==> config.mk <==
export PLATFORM = sky130hd
export DESIGN_NAME = sfx_tone_mixer
export DESIGN_NICKNAME = d
export VERILOG_FILES = /design/src/rtl/sfx_tone_mixer.sv
export SDC_FILE = /design/constraint.sdc
export NUM_CORES = 1
export LEC_CHECK = 0
export CAP_MARGIN = 30
export CORE_ASPECT_RATIO = 2
export CORE_MARGIN = 10
export CORE_UTILIZATION = 48
export DETAILED_ROUTE_END_ITERATION = 10
export PLACE_DENSITY = 0.7
export SLEW_MARGIN = 20
export SYNTH_ARGS = -nofsm -noshare
export SYNTH_HDL_FRONTEND = slang
export SYNTH_HIERARCHICAL = 1
export SYNTH_SLANG_ARGS = --single-unit
==> constraint.sdc <==
create_clock -name CLOCK_50 -period 6.2 [get_ports CLOCK_50]
set_clock_uncertainty 0.2 [all_clocks]
set_input_delay 1.55 -clock CLOCK_50 [delete_from_list [all_inputs] [get_ports CLOCK_50]]
set_output_delay 1.55 -clock CLOCK_50 [all_outputs]
set_load 0.03 [all_outputs]
==> src/rtl/sfx_tone_mixer.sv <==
// sfx_tone_mixer: NUM_SFX square-wave effect channels mixed into the codec audio stream.
// Define SFX_MIC_PASSTHROUGH_EN to add the mix on top of the microphone input; otherwise only the mix is played.

module sfx_channel #(
  parameter int                 HP_W      = 19,
  parameter int                 DUR_W     = 26,
  parameter logic signed [31:0] AMPLITUDE = 32'sd10000000
) (
  input  logic               CLOCK_50,
  input  logic               reset,
  input  logic               trigger,
  input  logic [HP_W-1:0]    half_period,
  input  logic [DUR_W-1:0]   duration,
  output logic               active,
  output logic signed [31:0] contrib
);
  typedef enum logic {IDLE, PLAY} state_t;
  typedef struct packed {
    logic [HP_W-1:0]  hp;
    logic [DUR_W-1:0] dur;
  } cfg_t;

  state_t           state, state_n;
  cfg_t             cfg, cfg_n;
  logic [HP_W-1:0]  hp_cnt, hp_cnt_n;
  logic [DUR_W-1:0] dur_cnt, dur_cnt_n;
  logic             phase, phase_n;
  logic             start;

  // a zero-length trigger is dropped in either state
  assign start = trigger && (duration != '0);

  always_ff @(posedge CLOCK_50 or posedge reset) begin
    if (reset) begin
      state   <= IDLE;
      cfg     <= '0;
      hp_cnt  <= '0;
      dur_cnt <= '0;
      phase   <= 1'b0;
    end else begin
      state   <= state_n;
      cfg     <= cfg_n;
      hp_cnt  <= hp_cnt_n;
      dur_cnt <= dur_cnt_n;
      phase   <= phase_n;
    end
  end

  always_comb begin
    state_n   = state;
    cfg_n     = cfg;
    hp_cnt_n  = hp_cnt;
    dur_cnt_n = dur_cnt;
    phase_n   = phase;
    if (start) begin
      state_n   = PLAY;
      cfg_n.hp  = half_period;
      cfg_n.dur = duration;
      hp_cnt_n  = '0;
      dur_cnt_n = '0;
      phase_n   = 1'b1;
    end else if (state == PLAY) begin
      if (dur_cnt == cfg.dur - DUR_W'(1)) begin
        state_n   = IDLE;
        hp_cnt_n  = '0;
        dur_cnt_n = '0;
        phase_n   = 1'b0;
      end else begin
        dur_cnt_n = dur_cnt + DUR_W'(1);
        if (hp_cnt == cfg.hp) begin
          phase_n  = ~phase;
          hp_cnt_n = '0;
        end else begin
          hp_cnt_n = hp_cnt + HP_W'(1);
        end
      end
    end
  end

  assign active  = (state == PLAY);
  assign contrib = (state == PLAY && cfg.hp != '0) ? (phase ? AMPLITUDE : -AMPLITUDE) : 32'sd0;
endmodule

module sfx_tone_mixer #(
  parameter int                 NUM_SFX   = 4,
  parameter int                 HP_W      = 19,
  parameter int                 DUR_W     = 26,
  parameter logic signed [31:0] AMPLITUDE = 32'sd10000000
) (
  input  logic                     CLOCK_50,
  input  logic                     reset,
  input  logic [NUM_SFX-1:0]       sfx_trigger,
  input  logic [NUM_SFX*HP_W-1:0]  sfx_half_period,
  input  logic [NUM_SFX*DUR_W-1:0] sfx_duration,
  input  logic                     audio_in_available,
  input  logic                     audio_out_allowed,
  input  logic signed [31:0]       left_channel_audio_in,
  input  logic signed [31:0]       right_channel_audio_in,
  output logic                     read_audio_in,
  output logic                     write_audio_out,
  output logic signed [31:0]       left_channel_audio_out,
  output logic signed [31:0]       right_channel_audio_out,
  output logic [NUM_SFX-1:0]       sfx_active,
  output logic                     busy
);
  localparam int SUM_W = 32 + $clog2(NUM_SFX) + 1;

  logic [NUM_SFX-1:0][31:0] contrib;
  logic signed [SUM_W-1:0]  mix_sum;
  logic [SUM_W-32:0]        mix_top;
  logic signed [31:0]       mix_sat, mix_r;

  for (genvar i = 0; i < NUM_SFX; i++) begin : g_ch
    sfx_channel #(
      .HP_W      (HP_W),
      .DUR_W     (DUR_W),
      .AMPLITUDE (AMPLITUDE)
    ) u_ch (
      .CLOCK_50    (CLOCK_50),
      .reset       (reset),
      .trigger     (sfx_trigger[i]),
      .half_period (sfx_half_period[i*HP_W +: HP_W]),
      .duration    (sfx_duration[i*DUR_W +: DUR_W]),
      .active      (sfx_active[i]),
      .contrib     (contrib[i])
    );
  end

  // the sum fits in 32 bits only when all bits from 31 upward agree
  always_comb begin
    mix_sum = '0;
    for (int i = 0; i < NUM_SFX; i++) mix_sum = mix_sum + SUM_W'($signed(contrib[i]));
    mix_top = mix_sum[SUM_W-1:31];
    if (&mix_top || ~|mix_top) mix_sat = mix_sum[31:0];
    else                       mix_sat = mix_top[SUM_W-32] ? 32'sh80000000 : 32'sh7fffffff;
  end

  always_ff @(posedge CLOCK_50 or posedge reset) begin
    if (reset) mix_r <= '0;
    else       mix_r <= mix_sat;
  end

  assign busy            = |sfx_active;
  assign read_audio_in   = audio_in_available & audio_out_allowed;
  assign write_audio_out = read_audio_in;

`ifdef SFX_MIC_PASSTHROUGH_EN
  function automatic logic signed [31:0] sat33(input logic signed [32:0] v);
    if (v[32] != v[31]) return v[32] ? 32'sh80000000 : 32'sh7fffffff;
    return v[31:0];
  endfunction

  assign left_channel_audio_out  = sat33({left_channel_audio_in[31], left_channel_audio_in} + {mix_r[31], mix_r});
  assign right_channel_audio_out = sat33({right_channel_audio_in[31], right_channel_audio_in} + {mix_r[31], mix_r});
`else
  // microphone samples are still popped by the handshake but not played
  logic mic_unused;
  assign mic_unused              = ^{left_channel_audio_in, right_channel_audio_in};
  assign left_channel_audio_out  = mix_r;
  assign right_channel_audio_out = mix_r;
`endif
endmodule

# ---- Word level (Yosys, flattened, before mapping)
# Cells that the tools add are included.
# Widths: inputs -> output; s select.
dict set report totals {
  ff_bits 400
  inputBits 252
  output_inout_bits 71
  elab_cells 152
}
dict set report op_classes {
  n_addsub 15
  eq_ne 8
  mux 66
  n_bitwise 5
  n_reduce_logical 33
}
# cell count
set ops {}
lappend ops {{$mux 32} 10}
lappend ops {{$mux 26} 12}
lappend ops {{$mux 19} 16}
lappend ops {{$add 26x1->26 const B} 4}
lappend ops {{$eq 26x26->1} 4}
lappend ops {{$reduce_bool 26->1} 4}
lappend ops {{$sub 26x1->26 const B} 4}
lappend ops {{$add 19x1->19 const B} 4}
lappend ops {{$eq 19x19->1} 4}
lappend ops {{$reduce_bool 19->1} 4}
lappend ops {{$add 34x32->35} 1}
lappend ops {{$add 33x32->34} 1}
lappend ops {{$add 32x32->33} 1}
lappend ops {{$mux 1} 28}
lappend ops {{$reduce_bool 3->1} 4}
lappend ops {{$logic_and 1x1->1} 8}
lappend ops {{$reduce_and 2->1} 4}
lappend ops {{$reduce_bool 2->1} 4}
lappend ops {{$reduce_or 4->1} 2}
lappend ops {{$not 1->1} 4}
lappend ops {{$reduce_and 4->1} 1}
lappend ops {{$and 1x1->1} 1}
lappend ops {{$logic_not 1->1} 1}
lappend ops {{$logic_or 1x1->1} 1}

# ---- Logic depth before layout (Yosys ltp)
dict set report logic_depth {
  ltp_word 10
  depth_mapped 20
  ltp_nobuf 17
}

# ---- By module
# Netlist, hierarchy kept.
# module n_inst cells_each area_each_um2 seq_area_each_um2
set by_module_without_submodules {}
lappend by_module_without_submodules {{sfx_channel (g_ch[1].u_ch ...)} 3 635 5449.0 2302.2}
lappend by_module_without_submodules {{sfx_channel (g_ch[0].u_ch)} 1 621 5462.7 2302.2}
lappend by_module_without_submodules {sfx_tone_mixer 1 627 5167.5 800.8}

# ---- Worst setup path after synthesis
# No wires, ideal clock.
dict set report synth_timing {
  path_kind {flip-flop to flip-flop}
  from {reg g_ch[0].u_ch.state}
  to {reg mix_r[23], in the netlist left_channel_audio_out[23]}
  setup_time_ns 0.120
  arrival_time_ns 5.121
  t_required_ns 5.880
  setup_slack_ns 0.759
  stages_incl_launch_ff 20
  n_path_buf 4
  period_less_slack_ns 5.441
  path_cell_list {dfrtp_1 clkbuf_1 o41ai_1 nor2_1 buf_4 inv_1 fa_1 fa_1 inv_1 ha_1 buf_2 nand4_2 or3_1 nor4_1 o211a_1 nor4b_2 o21a_1 o41a_1 buf_4 a31o_1}
}
# element line
set synth_rtl {}
lappend synth_rtl {{start, declared} 23} ;# state_t state, state_n;
lappend synth_rtl {{start signal, assigned} 41} ;# state <= state_n;
lappend synth_rtl {{end signal, assigned} 140} ;# else mix_r <= mix_sat;
lappend synth_rtl {{end, declared} 111} ;# logic signed [31:0] mix_sat, mix_r;

==> metrics.md <==
| Metric | Value |
|---|---|
| Final Critical Period | `5.92 ns` |
| CTS Sinks | `400` |
| Max Freq | `169 MHz` |
| Worst Path Required | `6.44 ns` |
| Maxcap violations | `0` |
| Mux share of post-synthesis cell area | `0.00301` |
| Mapped Cells | `3153` |
| Final #Nets | `3624` |
| Crit-path leading delay family | `compound AO/OA/AOI/OAI gates` |
| 1st-pass router iterations | `6` |
| Vias in the first global route | `22500` |
| Core Rows | `122` |
| Worst Hold Path EP | `g_ch[0].u_ch/cfg[25]` |
| Initial Util | `0.486` |
| Routed length per instance | `17.7 µm` |
| DRT antenna net count | `0` |
| P&R area growth vs syn | `14.4%` |
| Slew HR | `0.356` |
| Final core occ | `0.555` |
| DP HPWL | `54800 µm` |
| Hold path cells | `2` |
| Outcome | `completed` |
| Largest stage delay, worst path | `0.50 ns` |
| Final setup margin | `0.283 ns` |
| WP data arrival | `6.16 ns` |
| Reg2reg setup slack | `0.28 ns` |
| Hold-fix buffers at CTS | `0` |
| Die area | `~0.067 mm²` |
| Kind of critical path | `register to register` |
| Critical R2R Launch | `g_ch[1].u_ch/cfg[29]` |
| Hold path start | `g_ch[0].u_ch/cfg[25]` |
| Die span in x | `approximately 190 µm` |
| Pleak | `13.8 nW` |
| Post-DP Area | `around 0.029 mm²` |
| Post-synthesis cell area | `around 0.027 mm²` |
| Number of flops mapped to enable cells by yosys | `0` |
| Yosys top cell by area | `dfrtp_1` |
| WL final | `71400 µm` |
| Fin area | `0.0309 mm²` |
| Critical Path Start Type | `register` |
| P_int | `slightly below 6 mW` |
| Slowest cell on the critical path | `fa_1` |
| Drt first-iter violations | `1224` |
| Main synth FF type | `dfrtp_1` |
| Layout cells sized above 1 | `0.0565` |
| TritonCTS buffer count | `41` |
| Kind of end point of the critical path | `register` |
| Routability cong. | `0.930` |
| Netlist cell types | `92` |
| Crit share post-route | `0.954` |
| Critical Path Stages | `20` |
| # IOs | `323` |
| Largest family of logic cells by synthesized area | `simple AND/OR/NAND/NOR gates` |
| Fillers | `5208` |
| Top cell type's share of synthesized area | `0.371` |
| Buffers on Ports | `about 260` |
| Via count | `21600` |
| Synthesized-area fraction occupied by adder cells | `0.0696` |
| Logic pwr share | `0.366` |
| Total core area | `0.0556 mm²` |
| Worst skew pair latency | `0.57 ns` |
| First-pass GRT wire length | `116000 µm` |
| Post-Synth Simple-Gate Area | `0.246` |
| Vias/cell | `between 5 and 6` |
| Finish-stage setup viols | `0` |
| Die height | `~360 µm` |
| Clock share of power | `0.297` |
| Async set or reset register ratio after synthesis | `1.00` |
| Final Hold Viols | `0` |
| Complex-gate fraction of the synthesized area | `0.0836` |
| Crit-path cells | `nor4_1, nand4_1, o41ai_1, buf_4, nor2_1, buf_4, inv_1, fa_1, fa_1, inv_1, ha_1, nand4_2, or3_1, nor4_1, o211a_1, nor4b_2, o21a_1, o41a_1, buf_12, a41o_1` |
| # H-tree levels | `2` |
| Least-Margin Pin Slew | `0.958 ns` |
| Reg2reg end | `left_channel_audio_out[29]` |
| Pre-CTS WS | `0.220 ns` |
| Crit-path max FO | `31` |
| Fin. max-slew vios | `0` |
| Largest net degree at the start of global routing | `56` |
| CTS root buf | `clkbuf_16` |
| Peak VDD IR | `220 µV` |
| Longest Clk Path Bufs | `3` |
| RSZ-0062 raised after global routing | `no` |
| Number of buffer and inverter stages on the critical path | `5` |
| Total power | `9.27 mW` |
| Ant diodes | `0` |
| Net Switching | `~3.4 mW` |
| Setup tns final | `0 ns` |
| R2R cell count | `20` |
| All-Layer GR Usage | `0.212` |
| Mean Syn Cell Area | `8.56 µm²` |
| Yosys Warn Count | `6` |
| HP Class | `register to register` |
| PwrDens | `300 mW/mm²` |
| Top post-synthesis cells by area | `dfrtp_1 (37%), nand2_1 (9.4%), xnor2_1 (7.0%)` |
| Clk pin slew, worst setup/hold paths | `0.07 ns` |
| Switching Share | `0.363` |
| Seq pwr share | `0.337` |
| CTS tree | `built` |
| Seq cells post-synth | `400` |
| Post-synthesis xor/xnor area fraction | `0.131` |
| Sequential fraction of the synthesis area | `0.371` |
| Total gr overflow | `0` |
| Antenna violations before repair | `5` |
| Residual DRC | `0` |
## Yosys cell counts, drive strengths merged, types with 65 or more instances
cell type and instances:
inv 232, nor4 80, nand3 70, fa 65, xnor2 216, nand4 79, clkbuf 82, nor3 89
dfrtp 400, buf 186, nor2 256, xor2 178, o21ai 68, nand2 675
## logic make-up after synthesis
group,Yosys count
xor gates and xnor gates,397
DFF,400
other,4
AOI/OAI and AO/OA,318
adders and majority gates,111
buffers and inverters,501
and+or+nand+nor,1414
muxes,8
## worst min-delay path, stage by stage, from the launching register on
cell	delay, ns
dfrtp_1	0.37
nand2_1	0.06
nand2_1	0.06
## metal layers
| metal | up-vias | global-route usage | wire, µm |
|---|---|---|---|
| li1 | 10500 | - | - |
| met1 | 10400 | 0.216 | 25900 |
| met2 | 547 | 0.410 | 39200 |
| met3 | 183 | 0.0342 | 3120 |
| met4 | 10 | 0.0949 | 3130 |
| met5 | - | 0 | 83 |
## what timing repair did
action,CTS,global route
buffers inserted,0,0
setup endpoints to repair,0,24
resized for setup,0,1
## state kept, by name (all words and copies together), names as in the netlist
name	cells
g_ch.u_ch/active	4
g_ch.u_ch/cfg	180
g_ch.u_ch/dur_cnt	104
g_ch.u_ch/hp_cnt	76
g_ch.u_ch/phase	4
left_channel_audio_out	32
## power groups by stage
| stage | clock, mW | combinational (mW) | sequential (mW) |
|---|---|---|---|
| 3_5_place_dp | 0 | 3.35 | 3.17 |
| 2_1_floorplan | 0 | 2.28 | 3.25 |
| 6_report | 2.76 | 3.39 | 3.12 |
| 3_3_place_gp | 0 | 3.31 | 3.17 |
| 4_1_cts | 2.83 | 3.37 | 3.12 |
| 5_1_grt | 2.92 | 3.70 | 3.15 |
## worst max path at each step
stage | startpoint | endpoint
floorplan | g_ch[0].u_ch/active | left_channel_audio_out[23]
global placement | g_ch[1].u_ch/cfg[29] | left_channel_audio_out[29]
detailed placement | g_ch[1].u_ch/cfg[29] | left_channel_audio_out[29]
CTS | g_ch[1].u_ch/cfg[29] | left_channel_audio_out[29]
global route | g_ch[0].u_ch/cfg[34] | left_channel_audio_out[29]
finish | g_ch[1].u_ch/cfg[29] | left_channel_audio_out[29]
## through the flow
step                      hold WS [ns]  instances
after floorplan                  0.265       3177
after global placement           0.294       3960
after detailed placement         0.299       3962
after CTS                        0.314       4037
after global routing             0.328       4037
final                            0.314       4037
## cell usage in the layout, fill, tap and decap left out, types with 8 or more instances in the layout
cell type / Yosys / routed
nor3_1: 86 / 86
fa_1: 65 / 65
nand2b_1: 16 / 16
nor2_1: 256 / 256
a211oi_1: 8 / 8
clkbuf_16: 0 / 43
conb_1: 4 / 28
o31ai_1: 13 / 13
a31oi_1: 20 / 20
a21oi_1: 55 / 55
buf_4: 153 / 47
o21ai_0: 59 / 55
nand2_1: 675 / 675
or3_1: 8 / 8
o211ai_1: 12 / 12
a41oi_1: 11 / 11
inv_1: 232 / 228
and3_1: 54 / 54
xnor2_1: 216 / 216
nand3_1: 70 / 70
clkdlybuf4s50_1: 0 / 258
nor2b_1: 9 / 9
nor4_1: 72 / 72
ha_1: 46 / 46
clkinv_2: 0 / 10
o21a_1: 20 / 18
o2111ai_1: 9 / 9
dfrtp_1: 400 / 400
nand4_1: 76 / 76
xor2_1: 178 / 178
a21o_1: 40 / 40
and4_1: 13 / 13
## layout make-up
type / instances / area (µm²) / share of cell area
clock buffer: 50 / 1150 / 0.0373
clock inverter: 25 / 344 / 0.0111
sequential: 400 / 10000 / 0.324
tap: 744 / 931 / 0.0302
multi-input combinational: 2276 / 14500 / 0.471
timing repair buffer: 309 / 3020 / 0.0977
inverter: 233 / 880 / 0.0285
Power figures use the tool's default switching activity.
